File: src/rtl/aurora_pkg.sv
// Ordered-set codes (13-bit one-hot), symbol bytes and the per-set symbol table
// shared by the ordered-set generator and its bench.
package aurora_pkg;

  localparam int OS_W             = 13;
  localparam int OS_LEN_MAX       = 4;
  localparam int MAX_SEQ_LEN_DFLT = 4;

  typedef logic [OS_W-1:0] ordered_sets_t;
  typedef enum logic {ST_IDLE, ST_SEND} state_t;

  localparam ordered_sets_t OS_SP  = 13'h0001;
  localparam ordered_sets_t OS_SPA = 13'h0002;
  localparam ordered_sets_t OS_VER = 13'h0004;
  localparam ordered_sets_t OS_SCP = 13'h0008;
  localparam ordered_sets_t OS_ECP = 13'h0010;
  localparam ordered_sets_t OS_P   = 13'h0020;
  localparam ordered_sets_t OS_SUF = 13'h0040;
  localparam ordered_sets_t OS_K   = 13'h0080;
  localparam ordered_sets_t OS_R   = 13'h0100;
  localparam ordered_sets_t OS_A   = 13'h0200;
  localparam ordered_sets_t OS_CC  = 13'h0400;
  localparam ordered_sets_t OS_SNF = 13'h0800;
  localparam ordered_sets_t OS_I   = 13'h1000;

  localparam logic [7:0] SYM_K28_5 = 8'hBC;
  localparam logic [7:0] SYM_SP_D  = 8'h4A;
  localparam logic [7:0] SYM_SPA_D = 8'h2C;
  localparam logic [7:0] SYM_VER_D = 8'hE8;
  localparam logic [7:0] SYM_SCP_0 = 8'h5C;
  localparam logic [7:0] SYM_SCP_1 = 8'hFB;
  localparam logic [7:0] SYM_ECP_0 = 8'hFD;
  localparam logic [7:0] SYM_ECP_1 = 8'hFE;
  localparam logic [7:0] SYM_P     = 8'h9C;
  localparam logic [7:0] SYM_R     = 8'h1C;
  localparam logic [7:0] SYM_A     = 8'h7C;
  localparam logic [7:0] SYM_CC    = 8'hF7;
  localparam logic [7:0] SYM_SNF   = 8'hDC;

  localparam logic [7:0] LFSR_SEED = 8'hFF;

  typedef struct packed {
    logic [2:0]                 len;
    logic [OS_LEN_MAX-1:0]      k;
    logic [OS_LEN_MAX-1:0][7:0] sym;
  } os_seq_t;

  function automatic logic os_is_legal(ordered_sets_t t);
    return (t != '0) && ((t & (t - ordered_sets_t'(1))) == '0);
  endfunction

  // sym[0] goes out first; OS_I has no fixed symbols and becomes idle fill.
  function automatic os_seq_t os_lookup(ordered_sets_t t);
    os_seq_t s;
    s = '0;
    case (t)
      OS_SP:        begin s.len = 3'd4; s.k = 4'b0001; s.sym = {SYM_SP_D, SYM_SP_D, SYM_SP_D, SYM_K28_5}; end
      OS_SPA:       begin s.len = 3'd4; s.k = 4'b0001; s.sym = {SYM_SPA_D, SYM_SPA_D, SYM_SPA_D, SYM_K28_5}; end
      OS_VER:       begin s.len = 3'd4; s.k = 4'b0001; s.sym = {SYM_VER_D, SYM_VER_D, SYM_VER_D, SYM_K28_5}; end
      OS_SCP:       begin s.len = 3'd2; s.k = 4'b0011; s.sym = {16'h0000, SYM_SCP_1, SYM_SCP_0}; end
      OS_ECP:       begin s.len = 3'd2; s.k = 4'b0011; s.sym = {16'h0000, SYM_ECP_1, SYM_ECP_0}; end
      OS_P, OS_SUF: begin s.len = 3'd1; s.k = 4'b0001; s.sym = {24'h000000, SYM_P}; end
      OS_K:         begin s.len = 3'd1; s.k = 4'b0001; s.sym = {24'h000000, SYM_K28_5}; end
      OS_R:         begin s.len = 3'd1; s.k = 4'b0001; s.sym = {24'h000000, SYM_R}; end
      OS_A:         begin s.len = 3'd1; s.k = 4'b0001; s.sym = {24'h000000, SYM_A}; end
      OS_CC:        begin s.len = 3'd2; s.k = 4'b0011; s.sym = {16'h0000, SYM_CC, SYM_CC}; end
      OS_SNF:       begin s.len = 3'd1; s.k = 4'b0001; s.sym = {24'h000000, SYM_SNF}; end
      default:      s = '0;
    endcase
    return s;
  endfunction

endpackage

File: src/rtl/idle_lfsr.sv
// 8-bit Fibonacci LFSR, x^8+x^6+x^5+x^4+1, reseeded to LFSR_SEED on reset.
// Only instantiated when AURORA_IDLE_LFSR_EN is defined.
module idle_lfsr
  import aurora_pkg::*;
(
  input  logic       clk,
  input  logic       rst_n,
  input  logic       en_i,
  output logic [7:0] state_o
);

  logic [7:0] lfsr_q, lfsr_d;

  always_comb begin
    lfsr_d = lfsr_q;
    if (en_i) begin
      lfsr_d = {lfsr_q[6:0], lfsr_q[7] ^ lfsr_q[5] ^ lfsr_q[4] ^ lfsr_q[3]};
    end
  end

  always_ff @(posedge clk) begin
    if (!rst_n) begin
      lfsr_q <= LFSR_SEED;
    end else begin
      lfsr_q <= lfsr_d;
    end
  end

  assign state_o = lfsr_q;

endmodule

File: src/rtl/ordered_set_generator.sv
// Ordered-set generator: LANES symbols per beat, idle fill between sets.
// AURORA_IDLE_LFSR_EN selects LFSR-chosen idles (A/R/K); default idle is K28.5.
//   state   | meaning
//   ST_IDLE | output register holds an idle-fill beat
//   ST_SEND | output register holds an ordered-set beat; cnt_q symbols remain
module ordered_set_generator
  import aurora_pkg::*;
#(
  parameter int LANES       = 2,
  parameter int MAX_SEQ_LEN = MAX_SEQ_LEN_DFLT
) (
  input  logic               clk,
  input  logic               rst_n,
  input  logic               os_valid,
  input  logic [OS_W-1:0]    os_type,
  output logic               os_ready,
  input  logic               tx_ready,
  output logic [8*LANES-1:0] tx_data,
  output logic [LANES-1:0]   tx_k,
  output logic               tx_is_os,
  output logic               os_err
);

  localparam int SEQ_LEN = (MAX_SEQ_LEN > OS_LEN_MAX) ? MAX_SEQ_LEN : OS_LEN_MAX;
  // LANES spare slots keep the per-beat shift and lane indexing in range.
  localparam int BUF_LEN = SEQ_LEN + LANES;
  localparam int CW      = $clog2(BUF_LEN + 1);

  state_t                  state_q, state_d;
  logic [BUF_LEN-1:0][7:0] buf_q, buf_d;
  logic [BUF_LEN-1:0]      bufk_q, bufk_d;
  logic [CW-1:0]           cnt_q, cnt_d;
  logic [8*LANES-1:0]      data_q, data_d;
  logic [LANES-1:0]        k_q, k_d;
  logic                    is_os_q, is_os_d;
  logic                    err_q, err_d;

  logic [LANES-1:0][7:0]   idle_sym;
  logic [BUF_LEN-1:0][7:0] src_sym;
  logic [BUF_LEN-1:0]      src_k;
  logic [CW-1:0]           src_len;
  logic                    accept, legal, load_seq;
  os_seq_t                 seq;

`ifdef AURORA_IDLE_LFSR_EN
  logic [7:0] lfsr_state;

  idle_lfsr u_idle_lfsr (
    .clk     (clk),
    .rst_n   (rst_n),
    .en_i    (tx_ready),
    .state_o (lfsr_state)
  );

  always_comb begin
    for (int l = 0; l < LANES; l++) begin
      case (lfsr_state[2*l +: 2])
        2'b00:   idle_sym[l] = SYM_A;
        2'b01:   idle_sym[l] = SYM_R;
        default: idle_sym[l] = SYM_K28_5;
      endcase
    end
  end
`else
  always_comb begin
    for (int l = 0; l < LANES; l++) begin
      idle_sym[l] = SYM_K28_5;
    end
  end
`endif

  assign os_ready = rst_n && tx_ready && ((state_q == ST_IDLE) || (cnt_q == '0));
  assign accept   = os_valid && os_ready;
  assign legal    = os_is_legal(os_type);
  assign seq      = os_lookup(os_type);

  always_comb begin
    state_d  = state_q;
    buf_d    = buf_q;
    bufk_d   = bufk_q;
    cnt_d    = cnt_q;
    data_d   = data_q;
    k_d      = k_q;
    is_os_d  = is_os_q;
    err_d    = accept && !legal;
    src_sym  = buf_q;
    src_k    = bufk_q;
    src_len  = cnt_q;
    load_seq = 1'b0;

    if (accept && legal && (seq.len != '0)) begin
      src_sym = '0;
      src_k   = '0;
      for (int i = 0; i < OS_LEN_MAX; i++) begin
        src_sym[i] = seq.sym[i];
        src_k[i]   = seq.k[i];
      end
      src_len  = CW'(seq.len);
      load_seq = 1'b1;
    end else if ((state_q == ST_SEND) && (cnt_q != '0)) begin
      load_seq = 1'b1;
    end

    if (tx_ready) begin
      if (load_seq) begin
        // Lanes past the end of the set are padded with idle symbols.
        for (int l = 0; l < LANES; l++) begin
          if (CW'(l) < src_len) begin
            data_d[8*l +: 8] = src_sym[l];
            k_d[l]           = src_k[l];
          end else begin
            data_d[8*l +: 8] = idle_sym[l];
            k_d[l]           = 1'b1;
          end
        end
        buf_d   = src_sym >> (8 * LANES);
        bufk_d  = src_k >> LANES;
        cnt_d   = (src_len > CW'(LANES)) ? (src_len - CW'(LANES)) : '0;
        is_os_d = 1'b1;
        state_d = ST_SEND;
      end else begin
        data_d  = idle_sym;
        k_d     = '1;
        is_os_d = 1'b0;
        buf_d   = '0;
        bufk_d  = '0;
        cnt_d   = '0;
        state_d = ST_IDLE;
      end
    end
  end

  always_ff @(posedge clk) begin
    if (!rst_n) begin
      state_q <= ST_IDLE;
      buf_q   <= '0;
      bufk_q  <= '0;
      cnt_q   <= '0;
      data_q  <= '0;
      k_q     <= '0;
      is_os_q <= 1'b0;
      err_q   <= 1'b0;
    end else begin
      state_q <= state_d;
      buf_q   <= buf_d;
      bufk_q  <= bufk_d;
      cnt_q   <= cnt_d;
      data_q  <= data_d;
      k_q     <= k_d;
      is_os_q <= is_os_d;
      err_q   <= err_d;
    end
  end

  assign tx_data  = data_q;
  assign tx_k     = k_q;
  assign tx_is_os = is_os_q;
  assign os_err   = err_q;

endmodule
File: config.mk
export PLATFORM = sky130hd
export DESIGN_NAME = ordered_set_generator
export DESIGN_NICKNAME = d
export VERILOG_FILES = /design/src/rtl/aurora_pkg.sv /design/src/rtl/idle_lfsr.sv /design/src/rtl/ordered_set_generator.sv
export SDC_FILE = /design/constraint.sdc
export NUM_CORES = 1
export LEC_CHECK = 0
export ABC_AREA = 1
export BUFFER_PORTS_ARGS = -buffer_cell sky130_fd_sc_hd__clkbuf_2
export CAP_MARGIN = 5
export CORE_MARGIN = 2
export CORE_UTILIZATION = 49
export DETAILED_ROUTE_END_ITERATION = 7
export HOLD_SLACK_MARGIN = 0.05
export PLACE_DENSITY = 0.74
export SLEW_MARGIN = 20
export SYNTH_ARGS = -nofsm -noshare
export SYNTH_HDL_FRONTEND = slang
export SYNTH_SLANG_ARGS = --single-unit
File: constraint.sdc
create_clock -name clk -period 3.7 [get_ports clk]
set_input_delay 0.74 -clock clk [delete_from_list [all_inputs] [get_ports clk]]
set_output_delay 0.74 -clock clk [all_outputs]
set_load 0.01 [all_outputs]
==> impl_results.md <==
* Outcome: finished, final reports clean
* Post-DRT Antenna Nets at 0
* Syn-to-layout area delta at 12.9%
* FMAX at 393 MHz
* Crit end category: flop
* I/O Pins at 38
* Slew Limit Fails at 0
* Crit path launch: rst_n
* Area after DPL at 2120 µm²
* Starting density of the core at 51.7%
* Number of synthesized flops with an enable pin at 0
* Fin crit period at 2550 ps
* Most used DFF post-synth: dfxtp_1
* Critical Path AT at 2710 ps
* Peak supply drop at 0.166 mV
* Count of cell types in the netlist at 33
* Share of cells above drive strength 1 at 26.8%
* Routability cong. at 0.933
* Dpl hpwl at 3710 µm
* Max Cap Viol at 0
* Fin. Hold Viols at 0
* Die H at 66.6 µm
* Rows at 22
* Vias at 1972
* Largest net degree at the start of global routing at 18
* DR iter-0 viols at 127
* Logic pwr share at 15.3%
* HP Start: cnt_q[1]$_SDFFE_PN0P_
* R2R setup slack at 1690 ps
* Design Area, Final at 2170 µm²
* Worst r2r src: cnt_q[1]$_SDFFE_PN0P_
* Syn Inst Count at 292
* RSZ-0062 raised after global routing: no
* Clock skew at 14.1 ps
* Slew HR at 64.8%
* Antenna violations before repair at 0
* Final Setup Violations at 0
* DRC at 0
* Port Buf Inserts at 37
* Required @ worst endpoint at 3860 ps
* Reg2reg end: tx_data[13]$_SDFFE_PN0P_
* DIE WIDTH at 66.6 µm
* # resized after CTS at 0
* Root buffer cell: clkbuf_8
* Vias per cell at 5.29
* Fin Setup TNS at 0 ps
* CTS Buf Count at 3
* Crit path max fanout at 16
* Postcts setup bufs at 0
* Hold depth at 2
* Min-Delay Path Class: reg2reg
* Drt total wl at 4560 µm
* # clock sinks at 27
* Netlist Area Pre-Place at 1920 µm²
* Clock buffer depth at 2
* Psw at 154 µW
* TritonCTS clock tree: done
* Cell-internal power at 403 µW
* FF-to-FF path depth at 10
* WHS Endpoint: cnt_q[1]$_SDFFE_PN0P_
* Setup crit start kind: input pin
* Critical path type: in2reg
* Ratio of total power to cell area at 257 nW/µm²
* Drt pass-1 iters at 5
* Sequential Power Share at 54.4%
* Wirelength per Cell at 12.2 µm
* Die Area at 4440 µm²
* Syn_area_per_cell at 6.58 µm²
* Leakage at 1.06 nW
* Vias in the first global route at 1806
* GRT Overall Usage at 22.9%
* First-pass GRT wire length at 7960 µm
* Clk pin slew, worst setup/hold paths at 100 ps
* Final core occ at 58.4%
* Sequential area share after synthesis at 28.1%
* Clock share of power at 30.3%
* Syn Nets at 309
* Final Cycle Share at 68.8%
* Layout fillers at 367
* GR Overflow Total at 0
* Worst-Skew Late Latency at 280 ps
* Antenna cells at 0
* Seq cells post-synth at 27
* Sw frac at 27.6%
* Total core area at 3720 µm²
* H-tree Lvls at 1
* Hold Buf Count CTS at 0
* Final nets at 343
* Worst-Margin Slew at 528 ps
* Fraction of registers with async set/reset at 0%
* Ys Warns at 0
==> synth_stat cells, types with 2 or more instances <==
master	count	area share [%]
nor2_4	5	2.9
a31oi_1	4	1.3
clkbuf_1	4	0.78
dfxtp_1	27	28
nand3_1	20	5.2
nor3_1	6	1.6
nor3_2	2	1.0
o21ai_2	2	0.91
nand3_4	2	1.8
nand2_2	5	1.6
inv_2	6	1.2
a21oi_2	3	1.4
nand2_4	5	2.9
o21ai_1	6	1.6
a21oi_1	15	3.9
nor2_1	31	6.1
o21ai_0	11	2.9
buf_4	2	0.78
nand2_1	73	14
inv_4	2	0.65
nand3_2	5	2.6
inv_1	32	6.3
nand4_1	9	2.9
nor2_2	6	2.0
==> sequential cells by signal, indices dropped and copies added (netlist names) <==
name / count
cnt_q: 3
tx_data: 16
os_err: 1
tx_is_os: 1
buf_q: 6
==> cell type report <==
type / instances / area [µm²] / area share (%)
Timing Repair Buffer: 37 / 185 / 8.54
Inverter: 40 / 155 / 7.15
Sequential cell: 27 / 541 / 24.9
Multi-Input combinational cell: 217 / 1180 / 54.4
Tap cell: 48 / 60.1 / 2.77
Clock buffer: 3 / 41.3 / 1.90
Clock inverter: 1 / 7.51 / 0.346
==> metrics by stage <==
step	power (mW)	setup slack (ps)	hold slack, ps	cells
6_report	0.557	1150	470	373
5_1_grt	0.592	909	494	373
4_1_cts	0.558	1210	475	373
3_5_place_dp	0.394	937	459	369
3_3_place_gp	0.394	987	455	369
2_1_floorplan	0.363	1480	444	292
==> power by group through the flow <==
stage | registers, mW | logic, mW | clock network, mW
after global placement | 0.309 | 0.0846 | 0
after global routing | 0.304 | 0.0976 | 0.190
final | 0.303 | 0.0850 | 0.169
after CTS | 0.303 | 0.0851 | 0.170
after floorplan | 0.313 | 0.0497 | 0
after detailed placement | 0.310 | 0.0846 | 0
==> placed cells by master (no fill, tap or decap) <==
| cell | Yosys | routed |
|---|---|---|
| o21ai_4 | 1 | 1 |
| nand3_4 | 2 | 2 |
| nor2_8 | 1 | 1 |
| a21oi_2 | 3 | 3 |
| nor2_1 | 31 | 31 |
| nand2_1 | 73 | 73 |
| inv_1 | 32 | 32 |
| nor2_4 | 5 | 5 |
| o21ai_1 | 6 | 6 |
| clkbuf_8 | 0 | 3 |
| nand3_1 | 20 | 20 |
| nand3_2 | 5 | 5 |
| dfxtp_1 | 27 | 27 |
| o21ai_2 | 2 | 2 |
| nand4_1 | 9 | 9 |
| o221ai_1 | 1 | 1 |
| inv_2 | 6 | 6 |
| nand2_2 | 5 | 5 |
| clkbuf_2 | 0 | 37 |
| nor4_1 | 1 | 1 |
| clkinvlp_4 | 0 | 1 |
| o211ai_1 | 1 | 1 |
| o21ai_0 | 11 | 11 |
| nor3_1 | 6 | 6 |
| nor2_2 | 6 | 6 |
| a31oi_1 | 4 | 4 |
| nand2_4 | 5 | 5 |
| inv_4 | 2 | 2 |
| nor3_2 | 2 | 2 |
| a21oi_1 | 15 | 15 |
| o31ai_1 | 1 | 1 |
| nand4_4 | 1 | 1 |
==> logic make-up (layout without fill, tap and decap cells) <==
group	count (synthesis)	after routing	share of synthesized area (%)
AOI/OAI and AO/OA	45	45	14.0
DFF	27	27	28.1
and+or+nand+nor	172	172	47.4
buffers and inverters	48	81	10.5
==> worst max-delay path by stage <==
| stage | to | slack, ps |
|---|---|---|
| after detailed placement | tx_data[13]$_SDFFE_PN0P_ | 940 |
| after global placement | tx_data[13]$_SDFFE_PN0P_ | 990 |
| after floorplan | tx_data[10]$_SDFFE_PN0P_ | 1480 |
| after global routing | tx_data[10]$_SDFFE_PN0P_ | 910 |
| after CTS | tx_data[13]$_SDFFE_PN0P_ | 1210 |
| final | tx_data[13]$_SDFFE_PN0P_ | 1150 |
==> critical path, stage by stage <==
cell,delay [ps]
clkbuf_2,200
inv_1,280
nor3_1,330
nand2_1,180
nor3_2,360
o21ai_2,210
nand2_4,150
nand2_1,70
nor2_1,110
a21oi_1,70
==> per-layer routing <==
metal  track usage (%)  wire length (µm)  share of wire, %
met5                 0                 0                 0
met4              3.83                48               1.1
met2              38.6              2090                46
met1              31.4              2220                49
met3              3.04               203               4.5
No activity file was read; power rests on OpenSTA's default activity.
